### src/rtl/tlb_test_controller_if.sv
// tlb_test_controller_if: CPU, register-file and TLB test-port signals of the TR6/TR7 sequencer.
//   cpu_*        CPU MOV TRx write strobe/index/data in, cpu_ready back
//   tr7          current TR7 contents from the register file
//   write_*      register-file write port
//   tlb_req_*    test request to the paging unit (valid/ready handshake)
//   tlb_rsp_*    test completion pulse with lookup result
//   busy         test transaction in progress
// master = the controller, slave = its environment (CPU, register file, TLB).
interface tlb_test_controller_if;
    logic        cpu_write_enable;
    logic [2:0]  cpu_write_index;
    logic [31:0] cpu_write_data;
    logic        cpu_ready;
    logic [31:0] tr7;
    logic        write_enable;
    logic [2:0]  write_index;
    logic [31:0] write_data;
    logic        tlb_req_valid;
    logic        tlb_req_ready;
    logic        tlb_req_write;
    logic [19:0] tlb_req_linear;
    logic [6:0]  tlb_req_attr;
    logic [19:0] tlb_req_phys;
    logic [1:0]  tlb_req_way;
    logic        tlb_rsp_valid;
    logic        tlb_rsp_hit;
    logic [1:0]  tlb_rsp_way;
    logic [19:0] tlb_rsp_phys;
    logic        busy;

    modport master (
        input  cpu_write_enable, cpu_write_index, cpu_write_data, tr7,
        input  tlb_req_ready, tlb_rsp_valid, tlb_rsp_hit, tlb_rsp_way, tlb_rsp_phys,
        output cpu_ready, write_enable, write_index, write_data,
        output tlb_req_valid, tlb_req_write, tlb_req_linear, tlb_req_attr, tlb_req_phys, tlb_req_way,
        output busy
    );

    modport slave (
        output cpu_write_enable, cpu_write_index, cpu_write_data, tr7,
        output tlb_req_ready, tlb_rsp_valid, tlb_rsp_hit, tlb_rsp_way, tlb_rsp_phys,
        input  cpu_ready, write_enable, write_index, write_data,
        input  tlb_req_valid, tlb_req_write, tlb_req_linear, tlb_req_attr, tlb_req_phys, tlb_req_way,
        input  busy
    );
endinterface

### src/rtl/tlb_test_controller.sv
// tlb_test_controller: owns the test register file write port and runs the TR6/TR7 TLB test protocol.
//   clock  rising-edge clock
//   reset  asynchronous active-low reset
//   bus    tlb_test_controller_if.master: CPU write side, register-file write port, TLB test port
// CPU writes pass through in IDLE; a TR6 write launches a test write or lookup, and a lookup
// result is written back into TR7 through the same register-file port.
module tlb_test_controller (
    input  logic                 clock,
    input  logic                 reset,
    tlb_test_controller_if.master bus
);
    typedef enum logic [1:0] {IDLE, ISSUE, WAIT_RSP, UPDATE} state_t;

    state_t      state_q, state_d;
    logic [19:0] lin_q, lin_d;
    logic [6:0]  attr_q, attr_d;
    logic        lookup_q, lookup_d;
    logic [19:0] phys_q, phys_d;
    logic        h_q, h_d;
    logic [1:0]  rep_q, rep_d;
    logic [1:0]  rr_q, rr_d;
    logic        rhit_q, rhit_d;
    logic [1:0]  rway_q, rway_d;
    logic [19:0] rphys_q, rphys_d;
    logic [1:0]  req_way;
    logic        unused;

    // TR7 bits outside PPN/H/REP play no part in a test write
    assign unused  = ^{bus.tr7[11:5], bus.tr7[1:0]};
    assign req_way = h_q ? rep_q : rr_q;

    always_ff @(posedge clock or negedge reset) begin
        if (!reset) begin
            state_q  <= IDLE;
            lin_q    <= '0;
            attr_q   <= '0;
            lookup_q <= 1'b0;
            phys_q   <= '0;
            h_q      <= 1'b0;
            rep_q    <= '0;
            rr_q     <= '0;
            rhit_q   <= 1'b0;
            rway_q   <= '0;
            rphys_q  <= '0;
        end else begin
            state_q  <= state_d;
            lin_q    <= lin_d;
            attr_q   <= attr_d;
            lookup_q <= lookup_d;
            phys_q   <= phys_d;
            h_q      <= h_d;
            rep_q    <= rep_d;
            rr_q     <= rr_d;
            rhit_q   <= rhit_d;
            rway_q   <= rway_d;
            rphys_q  <= rphys_d;
        end
    end

    always_comb begin
        state_d            = state_q;
        lin_d              = lin_q;
        attr_d             = attr_q;
        lookup_d           = lookup_q;
        phys_d             = phys_q;
        h_d                = h_q;
        rep_d              = rep_q;
        rr_d               = rr_q;
        rhit_d             = rhit_q;
        rway_d             = rway_q;
        rphys_d            = rphys_q;
        bus.cpu_ready      = 1'b0;
        bus.write_enable   = 1'b0;
        bus.write_index    = '0;
        bus.write_data     = '0;
        bus.tlb_req_valid  = 1'b0;
        bus.tlb_req_write  = 1'b0;
        bus.tlb_req_linear = '0;
        bus.tlb_req_attr   = '0;
        bus.tlb_req_phys   = '0;
        bus.tlb_req_way    = '0;
        bus.busy           = state_q != IDLE;
        case (state_q)
            IDLE: begin
                bus.cpu_ready    = 1'b1;
                bus.write_enable = bus.cpu_write_enable;
                bus.write_index  = bus.cpu_write_index;
                bus.write_data   = bus.cpu_write_data;
                if (bus.cpu_write_enable && bus.cpu_write_index == 3'd6) begin
                    lin_d    = bus.cpu_write_data[31:12];
                    attr_d   = bus.cpu_write_data[11:5];
                    lookup_d = bus.cpu_write_data[0];
                    phys_d   = bus.tr7[31:12];
                    h_d      = bus.tr7[4];
                    rep_d    = bus.tr7[3:2];
                    state_d  = ISSUE;
                end
            end
            ISSUE: begin
                bus.tlb_req_valid  = 1'b1;
                bus.tlb_req_write  = !lookup_q;
                bus.tlb_req_linear = lin_q;
                bus.tlb_req_attr   = attr_q;
                bus.tlb_req_phys   = lookup_q ? 20'h0 : phys_q;
                bus.tlb_req_way    = lookup_q ? 2'd0 : req_way;
                if (bus.tlb_req_ready) begin
                    state_d = WAIT_RSP;
                    // round-robin only advances when it actually picked the way
                    if (!lookup_q && !h_q) rr_d = rr_q + 2'd1;
                end
            end
            WAIT_RSP: begin
                if (bus.tlb_rsp_valid) begin
                    state_d = lookup_q ? UPDATE : IDLE;
                    if (lookup_q) begin
                        rhit_d  = bus.tlb_rsp_hit;
                        rway_d  = bus.tlb_rsp_way;
                        rphys_d = bus.tlb_rsp_phys;
                    end
                end
            end
            UPDATE: begin
                bus.write_enable = 1'b1;
                bus.write_index  = 3'd7;
                bus.write_data   = rhit_q ? {rphys_q, 7'b0, 1'b1, rway_q, 2'b00} : 32'h0;
                state_d          = IDLE;
            end
            default: state_d = IDLE;
        endcase
    end
endmodule

### src/flat_wrapper.sv
// flat-port wrapper written by rule: the top's interface ports become plain ports
module tlb_test_controller_flat 
  (clock, reset, bus_cpu_write_enable, bus_cpu_write_index, bus_cpu_write_data, bus_tr7, bus_tlb_req_ready, bus_tlb_rsp_valid, bus_tlb_rsp_hit, bus_tlb_rsp_way, bus_tlb_rsp_phys, bus_cpu_ready, bus_write_enable, bus_write_index, bus_write_data, bus_tlb_req_valid, bus_tlb_req_write, bus_tlb_req_linear, bus_tlb_req_attr, bus_tlb_req_phys, bus_tlb_req_way, bus_busy);
  tlb_test_controller_if bus_i ();
  input  logic clock;
  input  logic reset;
  input wire logic [$bits(bus_i.cpu_write_enable)-1:0] bus_cpu_write_enable;
  input wire logic [$bits(bus_i.cpu_write_index)-1:0] bus_cpu_write_index;
  input wire logic [$bits(bus_i.cpu_write_data)-1:0] bus_cpu_write_data;
  input wire logic [$bits(bus_i.tr7)-1:0] bus_tr7;
  input wire logic [$bits(bus_i.tlb_req_ready)-1:0] bus_tlb_req_ready;
  input wire logic [$bits(bus_i.tlb_rsp_valid)-1:0] bus_tlb_rsp_valid;
  input wire logic [$bits(bus_i.tlb_rsp_hit)-1:0] bus_tlb_rsp_hit;
  input wire logic [$bits(bus_i.tlb_rsp_way)-1:0] bus_tlb_rsp_way;
  input wire logic [$bits(bus_i.tlb_rsp_phys)-1:0] bus_tlb_rsp_phys;
  output wire logic [$bits(bus_i.cpu_ready)-1:0] bus_cpu_ready;
  output wire logic [$bits(bus_i.write_enable)-1:0] bus_write_enable;
  output wire logic [$bits(bus_i.write_index)-1:0] bus_write_index;
  output wire logic [$bits(bus_i.write_data)-1:0] bus_write_data;
  output wire logic [$bits(bus_i.tlb_req_valid)-1:0] bus_tlb_req_valid;
  output wire logic [$bits(bus_i.tlb_req_write)-1:0] bus_tlb_req_write;
  output wire logic [$bits(bus_i.tlb_req_linear)-1:0] bus_tlb_req_linear;
  output wire logic [$bits(bus_i.tlb_req_attr)-1:0] bus_tlb_req_attr;
  output wire logic [$bits(bus_i.tlb_req_phys)-1:0] bus_tlb_req_phys;
  output wire logic [$bits(bus_i.tlb_req_way)-1:0] bus_tlb_req_way;
  output wire logic [$bits(bus_i.busy)-1:0] bus_busy;
  assign bus_i.cpu_write_enable = bus_cpu_write_enable;
  assign bus_i.cpu_write_index = bus_cpu_write_index;
  assign bus_i.cpu_write_data = bus_cpu_write_data;
  assign bus_i.tr7 = bus_tr7;
  assign bus_i.tlb_req_ready = bus_tlb_req_ready;
  assign bus_i.tlb_rsp_valid = bus_tlb_rsp_valid;
  assign bus_i.tlb_rsp_hit = bus_tlb_rsp_hit;
  assign bus_i.tlb_rsp_way = bus_tlb_rsp_way;
  assign bus_i.tlb_rsp_phys = bus_tlb_rsp_phys;
  assign bus_cpu_ready = bus_i.cpu_ready;
  assign bus_write_enable = bus_i.write_enable;
  assign bus_write_index = bus_i.write_index;
  assign bus_write_data = bus_i.write_data;
  assign bus_tlb_req_valid = bus_i.tlb_req_valid;
  assign bus_tlb_req_write = bus_i.tlb_req_write;
  assign bus_tlb_req_linear = bus_i.tlb_req_linear;
  assign bus_tlb_req_attr = bus_i.tlb_req_attr;
  assign bus_tlb_req_phys = bus_i.tlb_req_phys;
  assign bus_tlb_req_way = bus_i.tlb_req_way;
  assign bus_busy = bus_i.busy;
  tlb_test_controller u_core (.clock(clock), .reset(reset), .bus(bus_i));
endmodule
### config.mk
export PLATFORM = sky130hd
export DESIGN_NAME = tlb_test_controller_flat
export DESIGN_NICKNAME = d
export VERILOG_FILES = /design/src/rtl/tlb_test_controller_if.sv /design/src/rtl/tlb_test_controller.sv /design/src/flat_wrapper.sv
export SDC_FILE = /design/constraint.sdc
export NUM_CORES = 1
export LEC_CHECK = 0
export CAP_MARGIN = 0
export CORE_MARGIN = 4
export CORE_UTILIZATION = 37
export CTS_CLUSTER_DIAMETER = 30
export DETAILED_ROUTE_END_ITERATION = 12
export PLACE_DENSITY = 0.89
export SYNTH_ARGS = -nofsm -noshare
export SYNTH_HDL_FRONTEND = slang
export SYNTH_SLANG_ARGS = --single-unit
### constraint.sdc
create_clock -name clock -period 1.95 [get_ports clock]
set_input_delay 0.585 -clock clock [delete_from_list [all_inputs] [get_ports clock]]
set_output_delay 0.585 -clock clock [all_outputs]
set_load 0.02 [all_outputs]
==> impl_metrics.toml <==
[status]
outcome = "complete, but fails checks"
violations = "negative setup slack"

[grt]
grt_util_met1_pct = 24.0
grtUsageMet3_pct = 6.04
track_usage_pct = 20.4
antenna_found_initial = 0
grt_max_degree = 79
grt_pass1_vias = 3457
grt_pass1_wl_um = 18300
busiest_layer = "met2"
grt_overflow = 0
grtUsageMet2_pct = 35.4

[yosys]
ys_ff_latch = 78
synth_cell_types = 28
synth_seq_area_share_pct = 52.0
synth_nets = 389
yosys_warnings = 0
synth_area_per_cell_um2 = 13.0
netlist_instances = 289
netlist_area_mm2 = 0.00375

[floorplan]
dieArea_mm2 = 0.0118
dieHeight_um = 109
pin_count = 184
die_width_um = 109
core_region_area_mm2 = 0.00982
rows = 36
start_util_pct = 38.2

[worst_setup_path]
max_stage_delay_ns = 0.42
crit_fanout = 6
worstPathArrival_ns = 1.93
end_kind = "primary output"
rr_worst_depth = 11
reg2reg_from = "u_core.state_q[0]"
reg2reg_slack_ns = -0.34
cpMostUsedCell = "buf_6"
cp_cell_sequence = "inv_2 > ha_4 > clkinvlp_4 > nor2_4 > buf_8 > buf_6 > buf_6 > a22o_4 > buf_6"
setup.worst_path.class = "reg2out"
worstSetupStartpointType = "flip-flop"
slowest_stage = "dfrtp_1"
cp-startpoint = "u_core.state_q[0]"
r2r_end = "u_core.phys_q[19]"
required_ns = 1.36

[clock_tree]
cts_tree = "built"
clk_pin_slew_worst_paths_ns = 0.08
cts_hold_buf = 0
clock_path_buffers = 2
clock_sinks = 78
cts_buffers = 9
cts_root_buf = "clkbuf_8"
htree_num_levels = 3
clk_latency_ns = 0.35

[route]
detail-route-antenna-nets = 0
num_vias = 3296
detail_route.wl_per_cell_um = 21.6
drtIter0Drc = 128
vias_per_cell = 5.06
wl_um = 14100
drt_pass1_iterations = 5
drc_errors = 0

[cells_and_area]
nets = 614
drive_gt1_share_pct = 62.6
fin_util_pct = 72.9
final_cells = 652
mostFrequentLayoutCell = "clkdlybuf4s50_1"
mostFrequentLayoutCells = "83 x clkdlybuf4s50_1, 78 x dfrtp_1, 73 x buf_6, 47 x buf_4, 43 x mux2_4"
area_delta_synth_final_pct = 90.9
fill_cells = 629
diodes = 0

[power]
total_power_mw = 10.8
powerDensity_mw_per_mm2 = 1510
ir_drop_uv = 792
p_leak_nw = 3.32

[timing]
drv_slew = 0
worst_pin_slew_ns = 0.442
rsz0062_at_grt = "yes"
layout_setup_ws_ns = -0.569
fin_hold_ws_ns = 0.241
setup_viol = 140
relSlewSlack_pct = 70.6
fmaxAchievable_mhz = 397
layout_min_cycle_time_ns = 2.52
finClkSkew_ns = 0.00630
hold_viol = 0
fin_tns_setup_ns = -45.20
fin_crit_sh_pct = 129

[placement]
gp_congestion = 0.739
port_buffers = 174
hpwlAfterDp_um = 8200
dp_cells = 600

[min_path]
worstHoldPathType = "in2async"

[run]
cap_violations = 0
-- layout make-up --
| cell class | count | area (um2) | area share [%] |
|---|---|---|---|
| Clock inverter | 3 | 67.6 | 0.943 |
| Tap cell | 133 | 166 | 2.32 |
| Inverter | 3 | 15.0 | 0.210 |
| Clock buffer | 13 | 149 | 2.08 |
| Multi-Input combinational cell | 190 | 2230 | 31.2 |
| Timing Repair Buffer | 232 | 2580 | 36.0 |
| Sequential cell | 78 | 1950 | 27.3 |
-- per-layer routing --
layer  up-vias  part of all wire, %
li1       1465                    -
met3        26                  8.4
met5         -                    0
met1      1640                   38
met4         0                  2.5
met2       165                   51
-- how the worst max path moves through the flow --
stage                               endpoint  slack, ns
after global placement      bus_write_enable      -0.54
final                     bus_write_data[27]      -0.57
after CTS                  bus_write_data[7]      -0.52
after floorplan            bus_write_data[0]      -0.14
after detailed placement    bus_write_enable      -0.61
after global routing      bus_write_data[27]      -0.64
-- power by group --
part           switching [mW]  total [mW]  internal, mW
clock network           0.575        1.33         0.759
logic                    2.83        6.60          3.77
registers               0.498        2.89          2.39
total                    3.90        10.8          6.92
-- logic make-up (layout without fill, tap and decap cells) --
| group | after synthesis | after routing | share of synthesized area (%) |
|---|---|---|---|
| flip-flops | 78 | 78 | 52.0 |
| multiplexers | 77 | 77 | 23.0 |
| AND/OR/NAND/NOR | 74 | 74 | 12.6 |
| AO/OA/AOI/OAI | 32 | 32 | 6.80 |
| buffers and inverters | 21 | 251 | 3.40 |
| adder cells (fa/ha/maj) | 5 | 5 | 1.67 |
| XOR/XNOR | 2 | 2 | 0.467 |
-- critical path, delay by kind of cell, from the launching register on --
kind	cells	cell delay (ns)
AO/OA/AOI/OAI	1	0.10
adder cells (fa/ha/maj)	1	0.16
buffers and inverters	6	0.70
flip-flops	1	0.42
AND/OR/NAND/NOR	1	0.20
-- sequential cells by signal, indices dropped and copies added (netlist names) --
signal	cells
u_core.lin_q	20
u_core.phys_q	20
u_core.rphys_q	20
u_core.attr_q	7
u_core.rep_q	2
u_core.rr_q	2
u_core.rway_q	2
u_core.state_q	2
u_core.h_q	1
u_core.lookup_q	1
u_core.rhit_q	1
-- cells in the mapped netlist --
library cell   n  area, um2
clkbuf_1       6       22.5
nand4b_1       1       8.76
a22o_1        22        193
nand4_4        1       21.3
xnor2_1        1       8.76
buf_4          1       7.51
a21oi_1        6       30.0
nor2_4         1       11.3
and4bb_2       1       12.5
buf_6          5       56.3
mux2_1         4       45.0
inv_1          3       11.3
a2111oi_0      1       8.76
nor2_2         1       6.26
buf_2          6       30.0
a21o_1         1       7.51
ha_1           5       62.6
nand2_1        2       7.51
nor2b_1        5       31.3
mux2i_1        3       30.0
and2_1        56        350
nor2_1         5       18.8
dfrtp_1       78       1950
a211oi_1       1       7.51
xor2_1         1       8.76
a2bb2oi_1      1       8.76
nand3_1        1       5.00
mux2_2        70        788
-- stage by stage --
step	setup slack (ns)	instance area, um2
2_1_floorplan	-0.143	4050
3_5_place_dp	-0.614	6070
5_1_grt	-0.637	7160
4_1_cts	-0.519	6490
6_report	-0.569	7160
3_3_place_gp	-0.538	6070
-- what timing repair did --
action	in CTS	in global routing
cloned	3	9
gates resized for setup	420	200
endpoints found under the setup margin	89	140
buffers inserted	10	17
pin swaps	15	9
Power figures use the tool's default switching activity.
